**config.mk**
```make
export PLATFORM = sky130hd
export DESIGN_NAME = perf_snapshot_ctrl
export DESIGN_NICKNAME = d
export VERILOG_FILES = /design/src/rtl/perf_snapshot_ctrl_pkg.sv /design/src/rtl/perf_snapshot_ctrl.sv
export SDC_FILE = /design/constraint.sdc
export NUM_CORES = 1
export LEC_CHECK = 0
export CELL_PAD_IN_SITES_DETAIL_PLACEMENT = 0
export CELL_PAD_IN_SITES_GLOBAL_PLACEMENT = 1
export CORE_UTILIZATION = 29
export DETAILED_ROUTE_END_ITERATION = 10
export PLACE_DENSITY = 0.69
export SYNTH_ARGS = -nofsm -noshare
export SYNTH_HDL_FRONTEND = slang
export SYNTH_SLANG_ARGS = --single-unit
```
**constraint.sdc**
```tcl
create_clock -name clk_i -period 6.94 [get_ports clk_i]
set_clock_uncertainty 0.1 [all_clocks]
set_input_delay 1.388 -clock clk_i [delete_from_list [all_inputs] [get_ports clk_i]]
set_output_delay 1.388 -clock clk_i [all_outputs]
set_load 0.01 [all_outputs]
```
**src/rtl/perf_snapshot_ctrl_pkg.sv**
```systemverilog
// Shared constants for the perf-counter snapshot sequencer: FSM encodings,
// record geometry, header layout and the counter CSR base address.
package perf_snapshot_ctrl_pkg;

  localparam logic [2:0] ST_IDLE = 3'd0;
  localparam logic [2:0] ST_HDR  = 3'd1;
  localparam logic [2:0] ST_RD   = 3'd2;
  localparam logic [2:0] ST_WR   = 3'd3;
  localparam logic [2:0] ST_CMPL = 3'd4;

  localparam int unsigned PERF_REC_WORDS = 8;
  localparam int unsigned PERF_REC_BYTES = 64;
  localparam int unsigned HDR_MASK_LSB   = 56;
  localparam int unsigned HDR_MASK_W     = 8;

  localparam logic [11:0] CSR_MHPM_COUNTER_3 = 12'hB03;

  function automatic logic [63:0] rec_word_addr(input logic [63:0] base,
                                                input logic [15:0] idx,
                                                input logic [2:0]  word);
    return base + (64'(idx) * 64'(PERF_REC_BYTES)) + (64'(word) << 3);
  endfunction

endpackage

```
**src/rtl/perf_snapshot_ctrl.sv**
```systemverilog
// Dumps a timestamped snapshot of the perf counters into a memory ring buffer
// whenever any counter signals a threshold crossing.
//
// state | meaning
// IDLE  | waiting for an enabled trigger or pending mask
// HDR   | offering header word (mask + cycle count)
// RD    | reading counter k from the perf counter block
// WR    | offering counter k
// CMPL  | advance ring pointer, raise irq
module perf_snapshot_ctrl
  import perf_snapshot_ctrl_pkg::*;
#(
  parameter int unsigned NumCounters = 6
) (
  input  logic                   clk_i,
  input  logic                   rst_i,
  input  logic                   enable_i,
  input  logic [NumCounters-1:0] trig_i,
  input  logic [63:0]            cycle_count_i,
  input  logic [63:0]            base_addr_i,
  input  logic [15:0]            buf_entries_i,
  output logic [11:0]            perf_addr_o,
  input  logic [63:0]            perf_rdata_i,
  output logic                   mem_req_o,
  input  logic                   mem_gnt_i,
  output logic [63:0]            mem_addr_o,
  output logic [63:0]            mem_wdata_o,
  output logic                   irq_o,
  input  logic                   irq_clr_i,
  output logic                   busy_o,
  output logic [15:0]            wr_ptr_o,
  output logic [15:0]            drop_cnt_o
);

  localparam logic [2:0] LastK = 3'(NumCounters - 1);

  logic [2:0]             state_q, state_d;
  logic [2:0]             k_q, k_d;
  logic [NumCounters-1:0] pend_q, pend_d;
  logic [63:0]            wdata_q, wdata_d;
  logic [63:0]            base_q, base_d;
  logic [15:0]            wr_ptr_q, wr_ptr_d;
  logic [15:0]            drop_q, drop_d;
  logic                   irq_q, irq_d;

  logic [NumCounters-1:0] trig_en;
  logic [NumCounters-1:0] start_mask;
  logic [15:0]            entries;
  logic [16:0]            wr_ptr_inc;
  logic [2:0]             word_idx;
  logic                   unused_cyc;

  assign unused_cyc = ^cycle_count_i[63:HDR_MASK_LSB];

  assign trig_en    = enable_i ? trig_i : '0;
  assign start_mask = trig_en | pend_q;
  assign entries    = (buf_entries_i == 16'd0) ? 16'd1 : buf_entries_i;
  assign wr_ptr_inc = {1'b0, wr_ptr_q} + 17'd1;

  always_comb begin
    state_d  = state_q;
    k_d      = k_q;
    pend_d   = pend_q;
    wdata_d  = wdata_q;
    base_d   = base_q;
    wr_ptr_d = wr_ptr_q;
    drop_d   = drop_q;

    // Pending only accumulates during a record; IDLE either consumes it or
    // discards it because enable is low.
    if (state_q == ST_IDLE) begin
      pend_d = '0;
    end else begin
      if (|(trig_en & pend_q) && (drop_q != 16'hFFFF)) drop_d = drop_q + 16'd1;
      pend_d = enable_i ? (pend_q | trig_i) : '0;
    end

    case (state_q)
      ST_IDLE: begin
        if (|start_mask) begin
          wdata_d = {HDR_MASK_W'(start_mask), cycle_count_i[HDR_MASK_LSB-1:0]};
          base_d  = base_addr_i;
          state_d = ST_HDR;
        end
      end
      ST_HDR: begin
        if (mem_gnt_i) begin
          k_d     = 3'd0;
          state_d = ST_RD;
        end
      end
      ST_RD: begin
        wdata_d = perf_rdata_i;
        state_d = ST_WR;
      end
      ST_WR: begin
        if (mem_gnt_i) begin
          if (k_q == LastK) begin
            state_d = ST_CMPL;
          end else begin
            k_d     = k_q + 3'd1;
            state_d = ST_RD;
          end
        end
      end
      ST_CMPL: begin
        wr_ptr_d = (wr_ptr_inc >= {1'b0, entries}) ? 16'd0 : wr_ptr_inc[15:0];
        state_d  = ST_IDLE;
      end
      default: state_d = ST_IDLE;
    endcase

    // Set wins over a coincident clear so a completion is never lost.
    irq_d = (state_q == ST_CMPL) | (irq_q & ~irq_clr_i);
  end

  always_ff @(posedge clk_i or posedge rst_i) begin
    if (rst_i) begin
      state_q  <= ST_IDLE;
      k_q      <= 3'd0;
      pend_q   <= '0;
      wdata_q  <= 64'd0;
      base_q   <= 64'd0;
      wr_ptr_q <= 16'd0;
      drop_q   <= 16'd0;
      irq_q    <= 1'b0;
    end else begin
      state_q  <= state_d;
      k_q      <= k_d;
      pend_q   <= pend_d;
      wdata_q  <= wdata_d;
      base_q   <= base_d;
      wr_ptr_q <= wr_ptr_d;
      drop_q   <= drop_d;
      irq_q    <= irq_d;
    end
  end

  assign word_idx    = (state_q == ST_HDR) ? 3'd0 : (k_q + 3'd1);
  assign mem_req_o   = (state_q == ST_HDR) || (state_q == ST_WR);
  assign mem_addr_o  = mem_req_o ? rec_word_addr(base_q, wr_ptr_q, word_idx) : 64'd0;
  assign mem_wdata_o = mem_req_o ? wdata_q : 64'd0;
  assign perf_addr_o = (state_q == ST_RD) ? (CSR_MHPM_COUNTER_3 + {9'd0, k_q}) : 12'd0;
  assign busy_o      = (state_q != ST_IDLE);
  assign irq_o       = irq_q;
  assign wr_ptr_o    = wr_ptr_q;
  assign drop_cnt_o  = drop_q;

endmodule

```
# --- Word-level counts from Yosys, hierarchy flattened ---
# Index checks and enable logic that the tools add are counted.
totals:
  out_inout_bits: 175
  in_bits: 219
  word_cells: 66
  regBits: 173
op_classes:
  n_addsub: 6
  magnitude_cmp: 1
  n_reduce_logical: 14
  eq_ne: 10
  bitwise: 7
  mux: 20
ops:
  columns: ["cell", "count"]
  rows:
  - ["$mux W64", 3]
  - ["$pmux W64 S2", 1]
  - ["$add A64 B22 Y64", 1]
  - ["$add A64 B6 Y64", 1]
  - ["$mux W16", 2]
  - ["$mux W3", 8]
  - ["$mux W6", 3]
  - ["$add A16 B1 Y17 const B", 1]
  - ["$ge A17 B16 Y1", 1]
  - ["$add A16 B1 Y16 const B", 1]
  - ["$logic_not A16 Y1", 1]
  - ["$ne A16 B16 Y1 const B", 1]
  - ["$add A12 B3 Y12 const A", 1]
  - ["$mux W12", 1]
  - ["$or A6 B6 Y6", 2]
  - ["$pmux W3 S4", 1]
  - ["$reduce_or A6 Y1", 2]
  - ["$and A6 B6 Y6", 1]
  - ["$eq A3 B2 Y1 const B", 2]
  - ["$eq A3 B3 Y1 const B", 2]
  - ["$ne A2 B2 Y1 const B", 3]
  - ["$pmux W3 S2", 1]
  - ["$reduce_and A2 Y1", 3]
  - ["$reduce_and A4 Y1", 1]
  - ["12 further kinds", 14]

# --- Longest topological paths before layout ---
# Gate-level depths: netlist (run 1).
depth:
  depth_word: 5
  depth_mapped: 16
  ltp_nobuf: 12

# --- Least setup slack after synthesis (run 1) ---
# OpenSTA, ideal clock, no wires.
synth_timing:
  path_kind: "register to output"
  startpoint: "register state_q[2]"
  endpoint: "output port mem_addr_o[39]"
  arrival_time_ns: 3.237
  path_buffers: 4
  stages_incl_launch_ff: 17
  required_ns: 5.452
  path_slack_ns: 2.215
  cell_sequence: "dfrtp_1 > clkbuf_1 > nand2b_1 > clkbuf_1 > nor2_1 > nor2_1 > ha_1 > inv_1 > fa_1 > nor2b_1 > o31ai_1 > a21oi_1 > o211ai_1 > clkbuf_1 > buf_2 > a21oi_1 > mux2i_1"
synth_between:
  elab_chain_len: 4
  elab_cells_between_ends: 6
  cone_classes: "add/sub: 1; eq/ne: 2; mux: 2; reduce/logical: 1"
synth_rtl:
  columns: ["item", "line", "text"]
  rows:
  - ["start, declared", "perf_snapshot_ctrl.sv:37", "logic [2:0] state_q, state_d;"]
  - ["start signal, assigned", "perf_snapshot_ctrl.sv:128", "state_q <= state_d;"]
  - ["$eq A3 B1 Y1", "perf_snapshot_ctrl.sv:139, perf_snapshot_ctrl.sv:140", null]
  - ["$mux W3", "perf_snapshot_ctrl.sv:139", "assign word_idx = (state_q == ST_HDR) ? 3'd0 : (k_q + 3'd1);"]
  - ["$add A64 B6 Y64", "perf_snapshot_ctrl_pkg.sv:21", "return base + (64'(idx) * 64'(PERF_REC_BYTES)) + (64'(word) << 3);"]
  - ["$mux W64 (*)", "perf_snapshot_ctrl.sv:141", "assign mem_addr_o = mem_req_o ? rec_word_addr(base_q, wr_ptr_q, word_idx) : 64'd0;"]
  - ["end, declared", "perf_snapshot_ctrl.sv:26", "output logic [63:0] mem_addr_o,"]
# Every way passes the cells marked *; elsewhere a longest branch is shown, timed or not.

# --- Worst setup path after layout (run 1) ---
layout_timing:
  startpoint: "register k_q[0]"
  endpoint: "output port mem_addr_o[60]"
layout_between:
  elab_chain_len: 4
layout_rtl:
  columns: ["item", "line", "text"]
  rows:
  - ["start, declared", "perf_snapshot_ctrl.sv:38", "logic [2:0] k_q, k_d;"]
  - ["start signal, assigned", "perf_snapshot_ctrl.sv:129", "k_q <= k_d;"]
  - ["$add A3 B1 Y3", "perf_snapshot_ctrl.sv:139", null]
  - ["$mux W3", "perf_snapshot_ctrl.sv:139", null]
  - ["$add A64 B6 Y64", "perf_snapshot_ctrl_pkg.sv:21", null]
  - ["$mux W64", "perf_snapshot_ctrl.sv:141", null]
# Every way passes these cells.

==> results of run 1 <==
==> worst register-to-register path, stage by stage, from the launching register on <==
cell and delay, ps:
sky130_fd_sc_hd__dfrtp_1 500, sky130_fd_sc_hd__and3_1 260, sky130_fd_sc_hd__and4_1 350, sky130_fd_sc_hd__nand2_1 100, sky130_fd_sc_hd__and2_1 170, sky130_fd_sc_hd__or2_2 290
sky130_fd_sc_hd__ha_1 310, sky130_fd_sc_hd__nand3_1 140, sky130_fd_sc_hd__o22ai_1 100, sky130_fd_sc_hd__o21a_1 170, sky130_fd_sc_hd__o21ai_1 510, sky130_fd_sc_hd__and3_1 580
sky130_fd_sc_hd__mux2_2 240
==> layout make-up <==
type                       instances  area [um^2]  share of cell area [%]
timing repair buffer             390         3880                    25.0
tap                              468          586                    3.77
multi-input combinational        853         6060                    39.0
antenna                            2         5.00                  0.0322
inverter                          32          129                   0.830
sequential                       173         4330                    27.9
clock buffer                      22          464                    2.99
clock inverter                    10         83.8                   0.540
==> cell usage in the layout, fill, tap and decap left out, types with 5 or more instances in the layout <==
cell                              count
sky130_fd_sc_hd__a211oi_1             7
sky130_fd_sc_hd__a21o_1              65
sky130_fd_sc_hd__a21oi_1             50
sky130_fd_sc_hd__a221o_1              6
sky130_fd_sc_hd__a22o_1              67
sky130_fd_sc_hd__a31oi_1              5
sky130_fd_sc_hd__and2_1              77
sky130_fd_sc_hd__and3_1              14
sky130_fd_sc_hd__and4_1               9
sky130_fd_sc_hd__buf_4               10
sky130_fd_sc_hd__clkbuf_16           17
sky130_fd_sc_hd__clkdlybuf4s50_1    380
sky130_fd_sc_hd__conb_1               5
sky130_fd_sc_hd__dfrtp_1            173
sky130_fd_sc_hd__ha_1                40
sky130_fd_sc_hd__inv_1               29
sky130_fd_sc_hd__mux2_2              66
sky130_fd_sc_hd__mux2i_1             12
sky130_fd_sc_hd__nand2_1             88
sky130_fd_sc_hd__nand2b_1            14
sky130_fd_sc_hd__nand3_1             31
sky130_fd_sc_hd__nand4_1             27
sky130_fd_sc_hd__nor2_1              65
sky130_fd_sc_hd__nor2b_1              7
sky130_fd_sc_hd__nor3_1              13
sky130_fd_sc_hd__o211ai_1            14
sky130_fd_sc_hd__o21a_1              11
sky130_fd_sc_hd__o21ai_0             24
sky130_fd_sc_hd__o31ai_1             15
sky130_fd_sc_hd__or2_2                5
sky130_fd_sc_hd__or4_1               20
sky130_fd_sc_hd__xnor2_1             29
sky130_fd_sc_hd__xor2_1               8
==> power groups by stage <==
stage | sequential [mW] | clock [mW] | combinational (mW)
global route | 1.88 | 1.00 | 3.62
global placement | 1.80 | 0 | 3.31
floorplan | 1.71 | 0 | 1.92
finish | 1.81 | 0.921 | 3.30
detailed placement | 1.82 | 0 | 3.33
CTS | 1.81 | 0.955 | 3.35
==> flip-flops by register name (all words and copies together) (netlist names) <==
| register | cells |
|---|---|
| wdata_q | 64 |
| state_q | 3 |
| drop_cnt_o | 16 |
| k_q | 3 |
| irq_o | 1 |
| wr_ptr_o | 16 |
| base_q | 64 |
| pend_q | 6 |
==> through the flow <==
stage                     cells  total power [mW]  hold WS (ps)
after floorplan            1127              3.62           341
after global placement     1916              5.12           349
after detailed placement   1916              5.15           357
after CTS                  1948              6.11           372
after global routing       1950              6.50           390
final                      1950              6.02           369
==> per-layer routing <==
layer | global-route usage [%] | share of wire (%) | vias up
met1 | 24.7 | 44 | 4802
met3 | 5.64 | 6.9 | 36
li1 | - | - | 4810
met2 | 32.4 | 48 | 336
met4 | 5.34 | 1.6 | 2
met5 | 0 | 0.030 | -
==> final timing paths <==
path | cells past startpoint | slack (ps) | end
worst max-delay path | 12 | 770 | mem_addr_o[60]
worst min-delay path | 1 | 370 | wdata_q[19]$_DFFE_PP0P_
worst max register to register | 12 | 3050 | wr_ptr_o[0]$_DFFE_PP0P_
worst min register to register | 1 | 370 | wdata_q[19]$_DFFE_PP0P_
max in group asynchronous | 3 | 4000 | base_q[11]$_DFFE_PP0P_
min in group asynchronous | 2 | 1460 | irq_o$_DFF_PP0_
==> cells by family (layout without fill, tap and decap cells) <==
| group | count (synthesis) | count (layout) | share of synthesized area, % |
|---|---|---|---|
| AO/OA/AOI/OAI | 306 | 306 | 21.1 |
| XOR/XNOR | 37 | 37 | 3.00 |
| adder cells (fa/ha/maj) | 41 | 41 | 4.82 |
| buffers and inverters | 101 | 454 | 4.01 |
| flip-flops | 173 | 173 | 40.1 |
| multiplexers | 78 | 78 | 8.00 |
| other | 1 | 7 | 0.0348 |
| AND/OR/NAND/NOR | 386 | 386 | 18.9 |
==> run summary, run 1 <==
The gate count after technology mapping is 1123. Summing every instance area after synthesis gives 0.0108 mm^2. The sequential share of power is 30.0%. The signed area change from the synthesized netlist to the final layout came out at 44.0%. The proportion of power drawn by the clock network came out at 15.3%. Along the worst path, the maximum fanout reaches 22. The flip-flop and latch count after synthesis is 173.

The setup path with the least slack is of type flip-flop to output pin. The number of violations reported at the end of detailed-routing iteration 0 is 424. The number of setup violations in the final report came out at 0. The run finished with clean final reports. The maximum level of the CTS H-tree came out at 4.

The half-perimeter wire length after placement is 27.6 mm. The final-report max-slew violation count came out at 0. The transition time at the pin with the least slew margin is 1200 ps. The startpoint identified for the worst hold timing path is wdata_q[19]$_DFFE_PP0P_. Across the VDD grid, the largest voltage drop is 0.000176 V. The part of the total power dissipated in combinational logic came out at 54.7%. The count of buffers added by post-CTS timing repair for setup is 0. Ranked by instance count, the synthesized netlist is headed by sky130_fd_sc_hd__dfrtp_1, sky130_fd_sc_hd__nand2_1, sky130_fd_sc_hd__and2_1. In the routed design, unresolved DRC markers number 0. The number of clock sinks came out at 173. In this run the tool buffered the top-level ports with 380 buffer cells. After synthesis, the cell types taking the most area are sky130_fd_sc_hd__dfrtp_1, sky130_fd_sc_hd__mux2_2, sky130_fd_sc_hd__a22o_1. The routed via count is 9986.

The cell taking the most area after synthesis is sky130_fd_sc_hd__dfrtp_1. The largest delay contributor family on the critical path is compound AO/OA/AOI/OAI gates. The post-cts hold buffer count came out at 0.

The distinct cell type count after synthesis came out at 68. The share of flip-flops with an asynchronous set or reset after synthesis came out at 100%. In the finished design, the share of the clock period the worst path needs comes to 88.9%. In this run switching power makes up 39.6% of total power. The setup TNS is 0 ps. The slowest library cell on the worst path is sky130_fd_sc_hd__o31a_1. The delay of the slowest cell on the worst path came out at 780 ps. The first-pass iteration count of the detailed router came out at 6. In the post-synthesis netlist, the cell with the most instances is sky130_fd_sc_hd__dfrtp_1.

The min-delay analysis places its worst path in the category flip-flop to flip-flop. Clock latency on the worst-skew pair, taken at its later pin, is 440 ps. The global-route usage over all layers is 19.5%. The via count of the first global-routing pass came out at 10100. The die footprint came out at 0.0380 mm^2. The root buffer cell chosen for the clock tree is sky130_fd_sc_hd__clkbuf_16.

TritonCTS built the clock tree. STA classifies the critical path startpoint as a flip-flop. In this run the remaining antenna-violating nets after routing total 0. The clock transition time at the flip-flop clock pins of the worst setup and hold paths is 70 ps.

The core footprint is 0.0366 mm^2. The sum of buffers and inverters on the critical path came out at 3. The routed wire length is 36.8 mm. Data on the critical path arrives at its endpoint at 4680 ps. STA puts the critical path data required time at 5450 ps. Post-CTS repair changed the size of 0 cells. The worst slew slack as a fraction of its limit came out at 19.5%.

The total power per unit cell area came out at 388 mW/mm^2. The number of clock buffers inserted by TritonCTS came out at 17. The total number of yosys warnings came out at 0. The starting density of the core came out at 29.5%. Counting the fill cells in the layout gives 3665. The static leakage power came out at 6.56 nW.

The pin count of the biggest net entering global routing came out at 129. The per-cell routed wire length came out at 18.9 um. For this run, the post-layout net count is 1727. The final weighted congestion in routability-driven placement came out at 0.819. The cell area after placement came out at 0.0150 mm^2. The startpoint of the worst setup timing path is k_q[0]$_DFFE_PP0P_. Walking the worst path, the cells encountered are inv_1 > ha_1 > o21ai_0 > inv_1 > ha_1 > a211oi_1 > o21ai_1 > a211oi_4 > o31a_1 > o31ai_1 > a21oi_1 > clkdlybuf4s50_1. After synthesis, the mean cell area works out to 9.61 um^2.

The share of synthesized area in the top cell type comes to 40.1%. The per-cell via count in the routed design came out at 5.12. Sequential cells were found to cover 40.1% of the synthesized design area.

The kind of end point of the critical path is an output pin. Cell internal power was estimated by the tool at 3.64 mW. The placement row count came out at 70. Setup repair after global routing left no endpoint under its margin. The die outline height came out at 195 um. The final instance area came out at 0.0155 mm^2.

The number of enable-type register cells in the synthesized netlist is 0. The time the final worst path needs with I/O delays and setup came out at 6170 ps. In the synthesized netlist the dominant register cell turns out to be sky130_fd_sc_hd__dfrtp_1.

The initial antenna violation count came out at 3. The I/O pin total came out at 394. The net switching power of the design came out at 2.38 mW. From left edge to right edge, the die measures 195 um.

The wire length of the first global-routing pass is 57.5 mm. The number of hold violations in the final report was 0. For this run, the top clock speed supported by timing is 0.162 GHz. The pre-CTS setup slack came out at 1160 ps. The deepest clock path buffer count is 2. In this run the critical register-to-register path is launched from wr_ptr_o[2]$_DFFE_PP0P_.

In the post-route analysis, the smallest setup slack over all paths is 773 ps. The max-capacitance violation count came out at 0. The proportion of layout cells with a drive suffix above 1 came out at 8.38%. Global routing finished with a remaining overflow of 0. For this run, the share of the core covered by cells in the final layout is 42.4%.
Note: power is estimated with default switching activity, not from simulation.
==> run 2, diff against run 1 <==
--- a/config.mk
+++ b/config.mk
@@ -7,9 +7,10 @@
 export LEC_CHECK = 0
 export CELL_PAD_IN_SITES_DETAIL_PLACEMENT = 0
 export CELL_PAD_IN_SITES_GLOBAL_PLACEMENT = 1
-export CORE_UTILIZATION = 29
+export CORE_UTILIZATION = 30
 export DETAILED_ROUTE_END_ITERATION = 10
-export PLACE_DENSITY = 0.69
+export PLACE_DENSITY = 0.74
+export SETUP_SLACK_MARGIN = 0.3
 export SYNTH_ARGS = -nofsm -noshare
 export SYNTH_HDL_FRONTEND = slang
 export SYNTH_SLANG_ARGS = --single-unit
==> constraint.sdc (replaced) <==
create_clock -name clk_i -period 5.5 [get_ports clk_i]
set_clock_uncertainty 0.1 [all_clocks]
set_input_delay 1.1 -clock clk_i [delete_from_list [all_inputs] [get_ports clk_i]]
set_output_delay 1.1 -clock clk_i [all_outputs]
set_load 0.01 [all_outputs]
==> run 2 against run 1 <==
  * Utilization increased by 2.0 points
  * Combinational power up 29%
  * Global-route usage increased by 0.48 points
  * Final cell count grew 0.41%
  * Via count is 0.29% higher
  * First-iteration DRC count shrank 0.71%
  * Sequential power increased by 26%
  * Largest cell class unchanged
==> run summary, run 2 (synthesis gave the netlist of run 1 again) <==
The first-pass iteration count of the detailed router is 7 (+1). The static leakage power is 6.77 nW (+3.2%). The required time reported for the critical path endpoint came out at 4300 ps (-1150 ps). The total power is 7.77 mW (+29%). The final instance area came to 0.0158 mm^2 (+1.5%).

The number of hold violations in the final report came out at 0 (unchanged). The slowest stage of the critical path is the sky130_fd_sc_hd__clkdlybuf4s50_1 cell. The number of setup violations in the final report came out at 0 (unchanged). The path class of the tightest hold or removal check is flip-flop to flip-flop. The total power per unit cell area is 493 mW/mm^2 (+27%). The maximum level of the CTS H-tree is 4 (unchanged). The worst setup path is captured at an output pin. The max-capacitance violation count is 0 (unchanged). Setup repair after global routing could not meet its margin everywhere. The number of clock sinks came out at 173 (unchanged). The total routed wire length on the met1 layer was 16.0 mm (-0.54%).

By startpoint and endpoint, the worst setup path is classified as flip-flop to output pin. The critical path starts at state_q[0]$_DFFE_PP0P_. The I/O pin total came to 394 (unchanged). The largest delay contributor family on the critical path is buffers and inverters.

By instance count, the cell type seen most on the critical path is sky130_fd_sc_hd__nor2_1. Leaving out fill and tap cells, the most frequent cell in the layout is sky130_fd_sc_hd__clkdlybuf4s50_1. The final weighted congestion in routability-driven placement is 0.840 (+2.6%). The routed via count was 10000 (+0.29%). The pin count of the biggest net entering global routing is 70 (-46%). The number of clock buffers inserted by TritonCTS came out at 17 (unchanged).

The number of nets with antenna violations after routing is 0 (unchanged). The worst register-to-register path begins at wr_ptr_o[0]$_DFFE_PP0P_. The proportion of layout cells with a drive suffix above 1 came out at 10.8% (+2.4 points). The deepest clock path buffer count came to 2 (unchanged). The net count reported at finish came out at 1744 (+0.98%). The largest vdd supply drop is 0.000251 V (+42%). The latest clock arrival within the worst-skew pair came out at 450 ps (about the same).

In this run the clock root is driven by a sky130_fd_sc_hd__clkbuf_16. The final cell count without fillers came out at 1958 (+0.41%). The signal on the critical path passes through nand2b_2 > nor2_1 > nor2_1 > ha_2 > inv_1 > fa_1 > nor2b_2 > o31ai_2 > a21oi_2 > o211ai_1 > buf_6 > a211oi_2 > mux2i_1 > clkdlybuf4s50_1.

The post-route DRC violation count came out at 0 (unchanged). The die footprint is 0.0367 mm^2 (-3.3%). The initial antenna violation count is 1 (-2). The per-cell routed wire length came out at 18.7 um (-1.1%). The worst slew slack as a fraction of its limit came out at 38.1% (+19 points). The post-cts hold buffer count was 0 (unchanged). The capture instance of the worst register-to-register path is wr_ptr_o[0]$_DFFE_PP0P_. The data arrival time at the worst-slack endpoint came to 3910 ps (-770 ps).

The transition time at the pin with the least slew margin is 923 ps (-276 ps). The setup slack on the worst flop-to-flop path is 1630 ps (-1420 ps). The clock transition time at the flip-flop clock pins of the worst setup and hold paths came to 80 ps (about the same). The placement row count came to 69 (-1.4%). The setup TNS is 0 ps (unchanged). The final-report max-slew violation count came out at 0 (unchanged). The signed area change from the synthesized netlist to the final layout is 46.1%. The routed design could run at a clock period as short as 5110 ps.

The cell area after placement was 0.0150 mm^2 (+0.12%). The die outline height came to 192 um (-1.7%). The delay of the slowest cell on the worst path is 570 ps (-210 ps). The largest registers in the layout are base_q x64, wdata_q x64. The via count of the first global-routing pass is 9894 (-2.3%). The worst setup path is launched from a flip-flop. The number of cells in the design after placement is 1913 (-0.16%). The core footprint is 0.0355 mm^2 (-3.1%). The top achievable clock speed is 0.196 GHz. The CTS tree is done. The run finished with clean final reports. The detailed route wirelength on metal3 was 2.44 mm (-3.8%).

The logic depth of the worst path, buffers included came out at 14 (+2). The maximum net fanout on the critical path came out at 17 (-23%). In this run the worst setup path terminates at mem_addr_o[57].

The wire length on met2 is 17.5 mm (+0.12%). The depth of the most critical reg-to-reg path came to 11 (-1). The quantity of I/O buffers inserted on ports is 380 (unchanged). The routed wire length is 36.5 mm (-0.65%).

The half-perimeter wire length after placement came out at 27.5 mm (-0.43%). Of the available clock period, the critical path in the final layout requires 92.8%. The library cells used most frequently in the layout, excluding fill and tap cells, are sky130_fd_sc_hd__clkdlybuf4s50_1, sky130_fd_sc_hd__dfrtp_1, sky130_fd_sc_hd__nand2_1. The per-cell via count in the routed design is 5.11 (-0.12%).

The wire length of the first global-routing pass is 56.2 mm (-2.2%). The global-route usage over all layers came to 20.0% (+0.48 points). The x dimension of the die was 192 um (-1.7%).

The starting density of the core came out at 30.4% (+0.94 points). The total congestion overflow came out at 0 (unchanged). The sum of buffers and inverters on the critical path is 3 (unchanged). The uppermost layer routed is met4. The number of antenna diodes is 0 (-2). The number of violations reported at the end of detailed-routing iteration 0 is 421 (-0.71%).
==> run 2: metal layers <==
layer	vias up	GRT usage, %
met3	28	5.37
met5	-	0
met1	4822	25.1
met2	324	33.6
met4	0	5.62
li1	4841	-
==> run 2: what timing repair did <==
action / 4_1_cts / 5_1_grt
pin swaps: 4 / 7
endpoints found under the setup margin: 47 / 33
resized for setup: 27 / 14
buffers inserted: 2 / 11
==> run 2: per-stage QoR <==
stage | utilization [%] | setup WS, ps | hold WS [ps]
floorplan | - | 1060 | 341
global placement | 42.3 | 335 | 349
detailed placement | 42.3 | 294 | 357
CTS | 44.1 | 291 | 373
global route | 44.4 | 220 | 388
finish | 44.4 | 393 | 368
==> run 2: power by group <==
part,internal [mW],switching [mW],total [mW]
Sequential,1.81,0.466,2.28
Clock,0.641,0.583,1.22
Combinational,2.23,2.03,4.26
==> run 2: worst register-to-register path: cells and delay by family, from the launching register on <==
family | cells | cell delay [ps]
DFF | 1 | 550
and+or+nand+nor | 4 | 1190
adders and majority gates | 2 | 610
AOI/OAI and AO/OA | 4 | 1120
muxes | 1 | 240
==> run 2: how the worst min path moves through the flow <==
| stage | start | end | slack (ps) | cells after the start |
|---|---|---|---|---|
| after global placement | wdata_q[54]$_DFFE_PP0P_ | wdata_q[54]$_DFFE_PP0P_ | 350 | 1 |
| after floorplan | wdata_q[0]$_DFFE_PP0P_ | wdata_q[0]$_DFFE_PP0P_ | 340 | 1 |
| after detailed placement | wdata_q[28]$_DFFE_PP0P_ | wdata_q[28]$_DFFE_PP0P_ | 360 | 1 |
| after CTS | wdata_q[44]$_DFFE_PP0P_ | wdata_q[44]$_DFFE_PP0P_ | 370 | 1 |
| final | wdata_q[30]$_DFFE_PP0P_ | wdata_q[30]$_DFFE_PP0P_ | 370 | 1 |
| after global routing | wdata_q[19]$_DFFE_PP0P_ | wdata_q[19]$_DFFE_PP0P_ | 390 | 1 |
==> run 2: final cells by class <==
cell class	instances	area, um^2
timing repair buffer	407	4020
fill	3494	19700
inverter	32	125
clock buffer	18	429
tap	461	577
sequential	173	4330
clock inverter	14	146
multi-input combinational	853	6130
==> run 3, diff against run 2 <==
--- a/config.mk
+++ b/config.mk
@@ -7,6 +7,7 @@
 export LEC_CHECK = 0
 export CELL_PAD_IN_SITES_DETAIL_PLACEMENT = 0
 export CELL_PAD_IN_SITES_GLOBAL_PLACEMENT = 1
+export CORE_MARGIN = 10
 export CORE_UTILIZATION = 30
 export DETAILED_ROUTE_END_ITERATION = 10
 export PLACE_DENSITY = 0.74
==> constraint.sdc (replaced) <==
create_clock -name clk_i -period 5.5 [get_ports clk_i]
set_clock_uncertainty 0.1 [all_clocks]
set_input_delay 1.1 -clock clk_i [delete_from_list [all_inputs] [get_ports clk_i]]
set_output_delay 1.1 -clock clk_i [all_outputs]
set_load 0.005 [all_outputs]
==> run 3 against run 2 <==
  * Sequential power about the same
  * First-iteration DRC count up 25%
  * Worst hold slack worse by 0.91 ps
  * Global-route usage down 2.4 points
  * Final cell count unchanged
  * Combinational power down 2%
  * Register-to-register slack better by 50 ps
  * Die area up 20%
  * Utilization up 0.21 points
  * Critical path depth down 1
==> run summary, run 3 (synthesis gave the netlist of run 1 again) <==
The run finished with clean final reports. The pin count of the biggest net entering global routing came out at 124 (+77%). The number of antenna diodes came out at 0 (unchanged). The final design utilization was 44.6% (+0.21 points).

The routed wire length came out at 39.8 mm (+9.0%). The final worst setup slack is 423 ps (+29.8 ps). The area used by sequential logic in the layout came out at 0.00433 mm^2 (unchanged). The worst slew slack as a fraction of its limit came out at 36.1% (-1.9 points). The per-cell routed wire length is 20.3 um (+9.0%). The maximum level of the CTS H-tree came out at 4 (unchanged). The depth of the most critical reg-to-reg path is 11 (unchanged). The cell area after placement came out at 0.0150 mm^2 (+0.22%). The quantity of I/O buffers inserted on ports is 380 (unchanged).

In the layout the commonest cells are sky130_fd_sc_hd__clkdlybuf4s50_1, sky130_fd_sc_hd__dfrtp_1, sky130_fd_sc_hd__nand2_1. Setup repair after global routing could not meet its margin everywhere. The setup TNS is 0 ps (unchanged). The core footprint came out at 0.0355 mm^2 (unchanged). The filler cell count in the final layout was 3501 (+0.20%).

The number of clock sinks is 173 (unchanged). The number of clock buffers inserted by TritonCTS is 17 (unchanged). The static leakage power was 6.81 nW (+0.58%). The number of hold violations in the final report is 0 (unchanged).

The share of the cycle needed by the critical path after routing came to 92.3% (-0.54 points). The placement row count came to 69 (unchanged). Traced cell by cell, the critical path runs through ha_1 > xnor2_1 > nor2_1 > ha_2 > o21ai_2 > o21ai_2 > a211oi_4 > buf_4 > o32a_1 > buf_4 > or4_1 > nand2_1 > clkdlybuf4s50_1.

The post-route DRC violation count came to 0 (unchanged). The worst-case hold path end point is wdata_q[43]$_DFFE_PP0P_. The largest vdd supply drop is 0.000263 V (+4.9%).

In this run the critical register-to-register path is captured at wr_ptr_o[0]$_DFFE_PP0P_. The number of nets with antenna violations after routing is 0 (unchanged). The setup slack on the worst flop-to-flop path is 1680 ps (+50 ps).

The clock transition time at the flip-flop clock pins of the worst setup and hold paths is 80 ps (about the same). The critical path is of the flip-flop to output pin type. Leaving out fill and tap cells, the most frequent cell in the layout is sky130_fd_sc_hd__clkdlybuf4s50_1. The startpoint identified for the worst hold timing path is wdata_q[43]$_DFFE_PP0P_. The root buffer cell chosen for the clock tree is sky130_fd_sc_hd__clkbuf_16. The element type at the critical path start is a flip-flop. The sum of buffers and inverters on the critical path is 3 (unchanged).

The time the final worst path needs with I/O delays and setup was 5080 ps (-29.8 ps). The worst register-to-register path begins at wr_ptr_o[0]$_DFFE_PP0P_. TritonCTS built the clock tree. In the final layout, the registers with the most flip-flops are base_q x64, wdata_q x64. The I/O pin total came out at 394 (unchanged). The top achievable clock speed is 0.197 GHz (+0.59%). The deepest clock path buffer count is 2 (unchanged). The routed via count is 10000 (+0.27%). The transition time at the pin with the least slew margin is 951 ps (+28.8 ps). The data arrival time at the worst-slack endpoint came to 3880 ps (-30 ps). The number of cells traversed by the worst hold path was 1 (unchanged). The total power per unit cell area came out at 486 mW/mm^2 (-1.4%). The half-perimeter wire length after placement came out at 30.6 mm (+11%). The via count of the first global-routing pass came out at 10300 (+4.5%).

The die outline height came out at 210 um (+9.4%). The first-pass iteration count of the detailed router came out at 5 (-2). The final weighted congestion in routability-driven placement is 0.829 (-1.3%).

The global-route usage over all layers is 17.6% (-2.4 points). The signed area change from the synthesized netlist to the final layout is 46.8%. The number of setup violations in the final report is 0 (unchanged). The pre-CTS setup slack came out at 441 ps (+147 ps). The initial antenna violation count is 2 (+1). The per-cell via count in the routed design came to 5.13 (+0.27%). The number of violations reported at the end of detailed-routing iteration 0 came out at 528 (+25%). The latest clock arrival within the worst-skew pair came out at 450 ps (about the same). The final-report max-slew violation count came out at 0 (unchanged). The required time reported for the critical path endpoint came out at 4300 ps (about the same).

The x dimension of the die came out at 210 um (+9.4%). The kind of end point of the critical path is an output pin. The maximum net fanout on the critical path came to 13 (-4). The starting density of the core is 30.4% (unchanged). The wire length of the first global-routing pass is 61.1 mm (+8.7%). The max-capacitance violation count is 0 (unchanged). The largest individual stage delay along the critical path comes from the cell sky130_fd_sc_hd__clkdlybuf4s50_1. The proportion of layout cells with a drive suffix above 1 came out at 11.2% (+0.40 points). The total power is 7.69 mW (-0.95%). The net count reported at finish came out at 1745 (+0.057%).

The die footprint came to 0.0439 mm^2 (+20%). The area taken by multi-input logic gates came out at 0.00616 mm^2 (+0.43%). The final instance area came out at 0.0158 mm^2 (+0.47%). The total congestion overflow came out at 0 (unchanged).

The cell family contributing the most delay on the critical path is buffers and inverters. The delay of the slowest cell on the worst path is 530 ps (-40 ps). The min-delay analysis places its worst path in the category flip-flop to flip-flop.
-- run 3: changes by cell type in the layout (fill, tap and decap cells not counted), moves of 2 or more --
| cell | previous run | this run |
|---|---|---|
| sky130_fd_sc_hd__a21oi_1 | 48 | 45 |
| sky130_fd_sc_hd__clkinv_4 | 1 | 3 |
| sky130_fd_sc_hd__clkdlybuf4s50_1 | 364 | 366 |
| sky130_fd_sc_hd__buf_12 | 0 | 2 |
| sky130_fd_sc_hd__inv_2 | 1 | 3 |
| sky130_fd_sc_hd__inv_8 | 4 | 0 |
| sky130_fd_sc_hd__a21oi_2 | 2 | 5 |
| sky130_fd_sc_hd__inv_1 | 29 | 27 |
| sky130_fd_sc_hd__dlymetal6s2s_1 | 7 | 10 |
| sky130_fd_sc_hd__dlygate4sd2_1 | 9 | 4 |
-- run 3: worst max path at each step --
stage,startpoint,end,slack (ps),depth (start not counted)
after detailed placement,k_q[0]$_DFFE_PP0P_,mem_addr_o[44],440,13
after global placement,k_q[0]$_DFFE_PP0P_,mem_addr_o[44],520,13
after CTS,k_q[0]$_DFFE_PP0P_,mem_addr_o[44],230,12
after floorplan,state_q[2]$_DFFE_PP0P_,mem_addr_o[39],1140,16
after global routing,k_q[0]$_DFFE_PP0P_,mem_addr_o[38],260,14
final,k_q[0]$_DFFE_PP0P_,mem_addr_o[62],420,13
-- run 3: metal layers --
layer / vias up / share of wire (%) / global-route usage [%]
met1: 4864 / 42 / 21.1
met4: 4 / 1.3 / 4.39
met3: 32 / 8.7 / 7.14
met2: 298 / 48 / 28.7
li1: 4844 / - / -
met5: - / 0.080 / 0
-- run 3: worst register-to-register path, cell delays in order, from the launching register on --
cell,delay (ps)
sky130_fd_sc_hd__dfrtp_1,530
sky130_fd_sc_hd__ha_1,290
sky130_fd_sc_hd__nand3_1,110
sky130_fd_sc_hd__and2_1,180
sky130_fd_sc_hd__or2_2,290
sky130_fd_sc_hd__ha_1,310
sky130_fd_sc_hd__a21o_1,180
sky130_fd_sc_hd__a21o_1,170
sky130_fd_sc_hd__a21o_1,180
sky130_fd_sc_hd__a22oi_1,550
sky130_fd_sc_hd__and3_1,610
sky130_fd_sc_hd__mux2_2,250
-- run 3: timing repair --
item                       4_1_cts  5_1_grt
hold buffers                     0        0
gates resized for setup         18       30
setup endpoints to repair       45       40
setup buffers                    3        9
pin swaps                        3        6
gates cloned                     1        0
-- run 3: through the flow --
| step | std cells | hold slack (ps) |
|---|---|---|
| 4_1_cts | 1949 | 373 |
| 6_report | 1958 | 367 |
| 2_1_floorplan | 1127 | 341 |
| 5_1_grt | 1958 | 381 |
| 3_5_place_dp | 1914 | 357 |
| 3_3_place_gp | 1914 | 349 |
-- run 3: area by class of cell --
cell class	instances	share of cell area (%)
Clock buffer	19	2.80
Tap cell	461	3.64
Multi-Input combinational cell	853	38.9
Sequential cell	173	27.4
Timing Repair Buffer	408	25.7
Inverter	32	0.790
Clock inverter	12	0.869
-- run 3: power breakdown --
part | switching (mW) | internal [mW] | total, mW
registers | 0.467 | 1.81 | 2.28
clock network | 0.555 | 0.684 | 1.24
logic | 1.90 | 2.27 | 4.17
total | 2.92 | 4.77 | 7.69
